--- config.mk ---
export PLATFORM = sky130hd
export DESIGN_NAME = hdmi_frame_fetch_ctrl
export DESIGN_NICKNAME = d
export VERILOG_FILES = /design/src/rtl/hdmi_frame_fetch_ctrl_pkg.sv /design/src/rtl/hdmi_frame_fetch_ctrl_sync_edge_det.sv /design/src/rtl/hdmi_frame_fetch_ctrl.sv
export SDC_FILE = /design/constraint.sdc
export NUM_CORES = 1
export LEC_CHECK = 0
export BUFFER_PORTS_ARGS = -buffer_cell sky130_fd_sc_hd__clkbuf_2
export CAP_MARGIN = 20
export CORE_AREA = 2 2 97 123
export CTS_BUF_LIST = sky130_fd_sc_hd__clkbuf_8
export CTS_CLUSTER_SIZE = 40
export DETAILED_ROUTE_END_ITERATION = 6
export DIE_AREA = 0 0 99 125
export PLACE_DENSITY = 0.78
export SETUP_SLACK_MARGIN = 0.1
export SYNTH_ARGS = -nofsm -noshare
export SYNTH_HDL_FRONTEND = slang
export SYNTH_HIERARCHICAL = 1
export SYNTH_SLANG_ARGS = --single-unit
--- constraint.sdc ---
create_clock -name Pixl_CLK -period 11.07 [get_ports Pixl_CLK]
set_clock_uncertainty 0.15 [all_clocks]
set_input_delay 1.107 -clock Pixl_CLK [delete_from_list [all_inputs] [get_ports Pixl_CLK]]
set_output_delay 1.107 -clock Pixl_CLK [all_outputs]
set_load 0.1 [all_outputs]
--- src/rtl/hdmi_frame_fetch_ctrl_pkg.sv ---
// -----------------------------------------------------------------------------
// hdmi_fetch_pkg
// Shared types and constants for the HDMI frame fetch controller.
//   fetch_state_e : scheduler FSM states
//   FRAME_PIX     : pixels per frame for the default 1920x1080 raster
//   RD_LEN_W      : width of the read-length field (holds 1..BURST_LEN)
//   PIX_CNT_W     : width of the remaining-pixel counter
//   burst_len()   : min(burst limit, pixels left) narrowed to RD_LEN_W
// -----------------------------------------------------------------------------
package hdmi_fetch_pkg;

    typedef enum logic [2:0] {
        IDLE    = 3'd0,
        WAIT_VS = 3'd1,
        FLUSH   = 3'd2,
        ARM     = 3'd3,
        REQ     = 3'd4,
        BUSY    = 3'd5
    } fetch_state_e;

    localparam int unsigned H_ACTIVE_DEF = 1920;
    localparam int unsigned V_ACTIVE_DEF = 1080;
    localparam int unsigned FRAME_PIX    = H_ACTIVE_DEF * V_ACTIVE_DEF;
    localparam int unsigned RD_LEN_W     = 9;
    localparam int unsigned PIX_CNT_W    = 32;

    // Length of the next burst: whole bursts until the tail of the frame.
    function automatic logic [RD_LEN_W-1:0] burst_len(
        input logic [PIX_CNT_W-1:0] pix_left,
        input logic [PIX_CNT_W-1:0] burst_max
    );
        logic [PIX_CNT_W-1:0] len_full;
        if (pix_left < burst_max) begin
            len_full = pix_left;
        end else begin
            len_full = burst_max;
        end
        return len_full[RD_LEN_W-1:0];
    endfunction

endpackage

--- src/rtl/hdmi_frame_fetch_ctrl_sync_edge_det.sv ---
// -----------------------------------------------------------------------------
// sync_edge_det
// Registers a level input once and produces a one-cycle pulse on its rising
// edge (seen one cycle after the input rises).
//   clk_i  : clock
//   rst_i  : synchronous reset, active-high
//   sig_i  : level input (e.g. vertical sync)
//   rise_o : rising-edge pulse
// -----------------------------------------------------------------------------
module sync_edge_det (
    input  logic clk_i,
    input  logic rst_i,
    input  logic sig_i,
    output logic rise_o
);

    logic sig_q;
    logic sig_dly_q;

    // Input register and its one-cycle delayed copy.
    always_ff @(posedge clk_i) begin
        if (rst_i) begin
            sig_q     <= 1'b0;
            sig_dly_q <= 1'b0;
        end else begin
            sig_q     <= sig_i;
            sig_dly_q <= sig_q;
        end
    end

    assign rise_o = sig_q & ~sig_dly_q;

endmodule

--- src/rtl/hdmi_frame_fetch_ctrl.sv ---
// -----------------------------------------------------------------------------
// hdmi_frame_fetch_ctrl
// Frame-synchronous read scheduler for the pixel FIFO feeding the HDMI TX.
// At each vsync rising edge the FIFO is flushed and addressing restarts at
// I_Base_Addr; bursts of up to BURST_LEN pixels are then requested whenever
// the FIFO has room. Only one burst is ever outstanding.
//   Pixl_CLK / Rst_Posedge          : pixel clock, sync active-high reset
//   I_Enable                        : fetch enable (level)
//   I_Base_Addr                     : frame base, sampled at frame start
//   I_VGA_Sync, I_Pixel_Active      : TX vsync and pixel pop strobe
//   I_Fifo_Level, I_Fifo_Empty      : pixel FIFO status
//   O_Fifo_Flush                    : one-cycle FIFO clear
//   O_Rd_Req/Addr/Len, I_Rd_Ack/Done: memory reader handshake
//   O_Frame_Start, O_Frame_Cnt      : frame restart pulse and counter
//   O_Underflow                     : sticky pop-while-empty flag
//   O_Busy                          : FSM not idle
// -----------------------------------------------------------------------------
module hdmi_frame_fetch_ctrl
    import hdmi_fetch_pkg::*;
#(
    parameter int unsigned H_ACTIVE      = 1920,
    parameter int unsigned V_ACTIVE      = 1080,
    parameter int unsigned BURST_LEN     = 256,
    parameter int unsigned BYTES_PER_PIX = 4,
    parameter int unsigned FIFO_DEPTH    = 4096,
    parameter int unsigned ADDR_W        = 32,
    parameter int unsigned LVL_W         = 13
) (
    input  logic                Pixl_CLK,
    input  logic                Rst_Posedge,
    input  logic                I_Enable,
    input  logic [ADDR_W-1:0]   I_Base_Addr,
    input  logic                I_VGA_Sync,
    input  logic                I_Pixel_Active,
    input  logic [LVL_W-1:0]    I_Fifo_Level,
    input  logic                I_Fifo_Empty,
    output logic                O_Fifo_Flush,
    output logic                O_Rd_Req,
    output logic [ADDR_W-1:0]   O_Rd_Addr,
    output logic [RD_LEN_W-1:0] O_Rd_Len,
    input  logic                I_Rd_Ack,
    input  logic                I_Rd_Done,
    output logic                O_Frame_Start,
    output logic [15:0]         O_Frame_Cnt,
    output logic                O_Underflow,
    output logic                O_Busy
);

    localparam logic [PIX_CNT_W-1:0] FRAME_PIX_L = PIX_CNT_W'(H_ACTIVE * V_ACTIVE);
    localparam logic [PIX_CNT_W-1:0] BURST_MAX   = PIX_CNT_W'(BURST_LEN);
    localparam logic [LVL_W:0]       DEPTH_X     = (LVL_W + 1)'(FIFO_DEPTH);
    localparam logic [ADDR_W-1:0]    BPP_X       = ADDR_W'(BYTES_PER_PIX);

    fetch_state_e          state_q, state_d;
    logic [ADDR_W-1:0]     addr_q, addr_d;
    logic [PIX_CNT_W-1:0]  pix_left_q, pix_left_d;
    logic [RD_LEN_W-1:0]   len_q, len_d;
    logic                  pend_vs_q, pend_vs_d;
    logic [15:0]           frame_cnt_q, frame_cnt_d;
    logic                  underflow_q, underflow_d;
    logic                  flush_q, flush_d;
    logic                  req_q, req_d;
    logic                  busy_q, busy_d;

    logic                  vs_rise_s;
    logic [LVL_W:0]        level_x_s;
    logic [LVL_W:0]        free_s;
    logic [LVL_W:0]        len_x_s;

    sync_edge_det u_vs_edge (
        .clk_i  (Pixl_CLK),
        .rst_i  (Rst_Posedge),
        .sig_i  (I_VGA_Sync),
        .rise_o (vs_rise_s)
    );

    // Free FIFO space; a level above the depth is treated as no room.
    always_comb begin
        level_x_s = {1'b0, I_Fifo_Level};
        if (level_x_s > DEPTH_X) begin
            free_s = {(LVL_W + 1){1'b0}};
        end else begin
            free_s = DEPTH_X - level_x_s;
        end
    end

    // Next-state and datapath logic of the fetch scheduler.
    always_comb begin
        state_d     = state_q;
        addr_d      = addr_q;
        pix_left_d  = pix_left_q;
        len_d       = len_q;
        pend_vs_d   = pend_vs_q;
        frame_cnt_d = frame_cnt_q;
        underflow_d = underflow_q |
                      (I_Pixel_Active & I_Fifo_Empty & (state_q != IDLE));
        len_x_s     = {(LVL_W + 1){1'b0}};

        case (state_q)
            IDLE: begin
                if (I_Enable) begin
                    state_d = WAIT_VS;
                end else begin
                    state_d = IDLE;
                end
            end
            WAIT_VS: begin
                if (vs_rise_s) begin
                    state_d = FLUSH;
                end else if (!I_Enable) begin
                    state_d = IDLE;
                end else begin
                    state_d = WAIT_VS;
                end
            end
            FLUSH: begin
                addr_d     = I_Base_Addr;
                pix_left_d = FRAME_PIX_L;
                pend_vs_d  = 1'b0;
                state_d    = ARM;
            end
            ARM: begin
                len_d   = burst_len(pix_left_q, BURST_MAX);
                len_x_s = (LVL_W + 1)'(len_d);
                // A vsync seen now or during the last transaction resyncs first.
                if (pend_vs_q || vs_rise_s) begin
                    state_d = FLUSH;
                end else if (pix_left_q == {PIX_CNT_W{1'b0}}) begin
                    if (I_Enable) begin
                        state_d = WAIT_VS;
                    end else begin
                        state_d = IDLE;
                    end
                end else if (!I_Enable) begin
                    state_d = IDLE;
                end else if (free_s >= len_x_s) begin
                    state_d = REQ;
                end else begin
                    state_d = ARM;
                end
            end
            REQ: begin
                if (vs_rise_s) begin
                    pend_vs_d = 1'b1;
                end else begin
                    pend_vs_d = pend_vs_q;
                end
                if (I_Rd_Ack) begin
                    state_d = BUSY;
                end else begin
                    state_d = REQ;
                end
            end
            BUSY: begin
                if (vs_rise_s) begin
                    pend_vs_d = 1'b1;
                end else begin
                    pend_vs_d = pend_vs_q;
                end
                if (I_Rd_Done) begin
                    addr_d     = addr_q + (ADDR_W'(len_q) * BPP_X);
                    pix_left_d = pix_left_q - PIX_CNT_W'(len_q);
                    state_d    = ARM;
                end else begin
                    state_d = BUSY;
                end
            end
            default: begin
                state_d = IDLE;
            end
        endcase

        if (state_d == FLUSH) begin
            frame_cnt_d = frame_cnt_q + 16'd1;
        end else begin
            frame_cnt_d = frame_cnt_q;
        end

        flush_d = (state_d == FLUSH);
        req_d   = (state_d == REQ);
        busy_d  = (state_d != IDLE);
    end

    // State, datapath and registered-output flops.
    always_ff @(posedge Pixl_CLK) begin
        if (Rst_Posedge) begin
            state_q     <= IDLE;
            addr_q      <= {ADDR_W{1'b0}};
            pix_left_q  <= {PIX_CNT_W{1'b0}};
            len_q       <= {RD_LEN_W{1'b0}};
            pend_vs_q   <= 1'b0;
            frame_cnt_q <= 16'd0;
            underflow_q <= 1'b0;
            flush_q     <= 1'b0;
            req_q       <= 1'b0;
            busy_q      <= 1'b0;
        end else begin
            state_q     <= state_d;
            addr_q      <= addr_d;
            pix_left_q  <= pix_left_d;
            len_q       <= len_d;
            pend_vs_q   <= pend_vs_d;
            frame_cnt_q <= frame_cnt_d;
            underflow_q <= underflow_d;
            flush_q     <= flush_d;
            req_q       <= req_d;
            busy_q      <= busy_d;
        end
    end

    assign O_Fifo_Flush  = flush_q;
    assign O_Frame_Start = flush_q;
    assign O_Rd_Req      = req_q;
    assign O_Rd_Addr     = addr_q;
    assign O_Rd_Len      = len_q;
    assign O_Frame_Cnt   = frame_cnt_q;
    assign O_Underflow   = underflow_q;
    assign O_Busy        = busy_q;

endmodule

==> impl_metrics.yaml <==
pwr:
  finalPower_mw: 0.6762
  ir_worst_vdd_v: 0.00006487
  pwr_density_cell_nw_per_um2: 98.82
  p_leak_nw: 2.609
clock_tree:
  cts_setup_buffers: 0
  clk_pin_slew_ps: 100
  tritoncts: "yes"
  insertion_delay_ps: 380
  h-tree-depth: 3
  cts_resized: 0
  clockRootBuffer: "clkbuf_8"
  numCtsBuffers: 9
  cts_sinks: 99
  clk_path_buf_depth: 2
  hold_buffers: 0
routing:
  wl_um: 15680
  dr.pass1.iters: 5
  drc: 0
  vias_per_cell: 6.128
  vias: 6042
  antenna_left: 0
  first_iter_violations: 367
  wire_per_inst_um: 15.91
placement:
  io_buffers: 114
  place.gp.congestion: 0.8895
  dpl.hpwl_um: 11350
die:
  rows: 44
  die_area_um2: 12380
  core-area_um2: 11290
  initial_utilization_pct: 53.38
  dieWidth_um: 99
  ios: 115
  die_h_um: 125
worst_setup_path:
  path_class: "in2reg"
  start_kind: "input pin"
  critPathMaxFanout: 21
  cp-end-kind: "flip-flop"
  critPathArrivalTime_ps: 5360
  cp.required_ps: 11200
timing:
  timing.final.crit_share_pct: 47.24
  worst_pin_slew_ps: 907.8
  max_freq_ghz: 0.1912
  drv_slew: 0
  whs_ps: 314.7
  rsz0062_at_grt: "no"
  finalSetupViolCount: 0
  tns_ps: 0
  timing.final.hold_violations: 0
  slew_headroom_pct: 39.48
  fin_crit_ps: 5230
run:
  cap_violations: 0
finish:
  antennaDiodeCount: 0
  nets: 927
  areaGrowthSynthToFinish_pct: 13.58
  drive_gt1_share_pct: 18.99
synthesis:
  synth_top_flop_cell: "dfxtp_1"
  yosysSeqAreaShare_pct: 32.90
  synth_cell_types: 68
  yosys.cell_count.top_type: "dfxtp_1"
  yosys_warnings: 6
  syn_nets: 834
  async_reset_ff_share_pct: 0
  synth_edf_count: 0
  syn_area_um2: 6025
  synth_cells: 750
  ys_seq_elements: 99
  synth_common_cells: "dfxtp_1, nand2_1, nor2_1"
  syn_area_per_cell_um2: 8.033
  yosysTopAreaCellShare_pct: 32.90
  synthTopCellsByArea: "dfxtp_1, ha_1, nand2_1"
  synth_top_area_cell: "dfxtp_1"
global_routing:
  grt_antenna_before_repair: 0
  overflow: 0
  grt_use_total_pct: 25.13
  grt_start_max_net_pins: 89
  grt_pass1_vias: 5778
  grt_pass1_wl_um: 26100
status:
  status: "finished clean"
min_path:
  min_path_type: "reg2reg"
## cell type report
type / instances / area, um^2
Clock buffer: 10 / 137.6
Sequential cell: 99 / 1982
Tap cell: 138 / 172.7
Fill cell: 1031 / 4443
Timing Repair Buffer: 119 / 615.6
Multi-Input combinational cell: 588 / 3797
Inverter: 26 / 97.59
Clock inverter: 6 / 40.04
## worst paths after layout
kind / from / end / slack [ps] / depth (start not counted)
worst min register to register: O_Rd_Addr[1] / O_Rd_Addr[1] / 310 / 2
worst max register to register: pix_left_q[11] / O_Frame_Cnt[5] / 6060 / 13
worst min-delay path: O_Rd_Addr[1] / O_Rd_Addr[1] / 310 / 2
worst max-delay path: I_Fifo_Level[0] / O_Frame_Cnt[5] / 5840 / 16
## layout by cell type, fill, tap and decap left out, types with 13 or more instances in the layout
cell and count:
inv_1 27, a31oi_1 20, nand2_1 77, o21ai_0 33, or4_1 14, nor2b_1 13
nor4_1 15, o211ai_1 16, nor3_1 24, a21oi_1 53, a22oi_1 15, or3_1 25
dfxtp_1 99, nor2_1 60, clkbuf_2 114, ha_1 29, nand3_1 30
## metal layers
| metal | GRT usage, % | vias to the layer above | wire, um |
|---|---|---|---|
| li1 | - | 2976 | - |
| met5 | 0 | - | 0 |
| met3 | 4.416 | 40 | 733 |
| met2 | 42.97 | 164 | 7756 |
| met4 | 13.05 | 0 | 598 |
| met1 | 29.84 | 2862 | 6595 |
## report_power, final
group / switching [mW] / internal (mW) / total [mW] / leakage [nW]
sequential: 0.00590 / 0.360 / 0.366 / 0.799
combinational: 0.0638 / 0.0271 / 0.0909 / 1.72
clock: 0.131 / 0.0875 / 0.219 / 0.0861
total: 0.201 / 0.475 / 0.676 / 2.61
## registers in the layout (all words and copies together) (netlist names)
signal               flops
O_Rd_Req                 1
pix_left_q              32
O_Underflow              1
u_vs_edge/sig_q          1
O_Fifo_Flush             1
O_Rd_Len                 9
O_Frame_Cnt             16
pend_vs_q                1
state_q                  3
O_Busy                   1
u_vs_edge/sig_dly_q      1
O_Rd_Addr               32
## cell families after synthesis
kind of cell               count (synthesis)  share of synthesized area (%)
adders and majority gates                 31                          6.687
buffers and inverters                     63                          4.174
muxes                                     10                          1.807
DFF                                       99                          32.90
xor gates and xnor gates                  24                          3.489
and+or+nand+nor                          315                          27.50
AOI/OAI and AO/OA                        208                          23.45
## metrics by stage
stage          utilization, %  cells  area [um^2]  setup WS, ps
6_report                60.63    986         6843          5840
5_1_grt                 60.63    986         6843          5323
4_1_cts                 60.50    985         6828          5722
3_5_place_dp            58.92    969         6650          5318
3_3_place_gp            58.92    969         6650          5519
2_1_floorplan               -    750         6025          6185
## critical path, stage by stage
cell	delay, ps
clkbuf_2	110
inv_1	110
ha_1	220
or4b_4	530
or3_1	430
o31ai_2	300
nand2_1	100
ha_1	270
nand2b_1	140
a2111oi_0	460
o21bai_1	130
a31oi_1	270
a31oi_2	240
buf_8	230
nor4_1	330
mux2_2	370
Power figures use the tool's default switching activity.
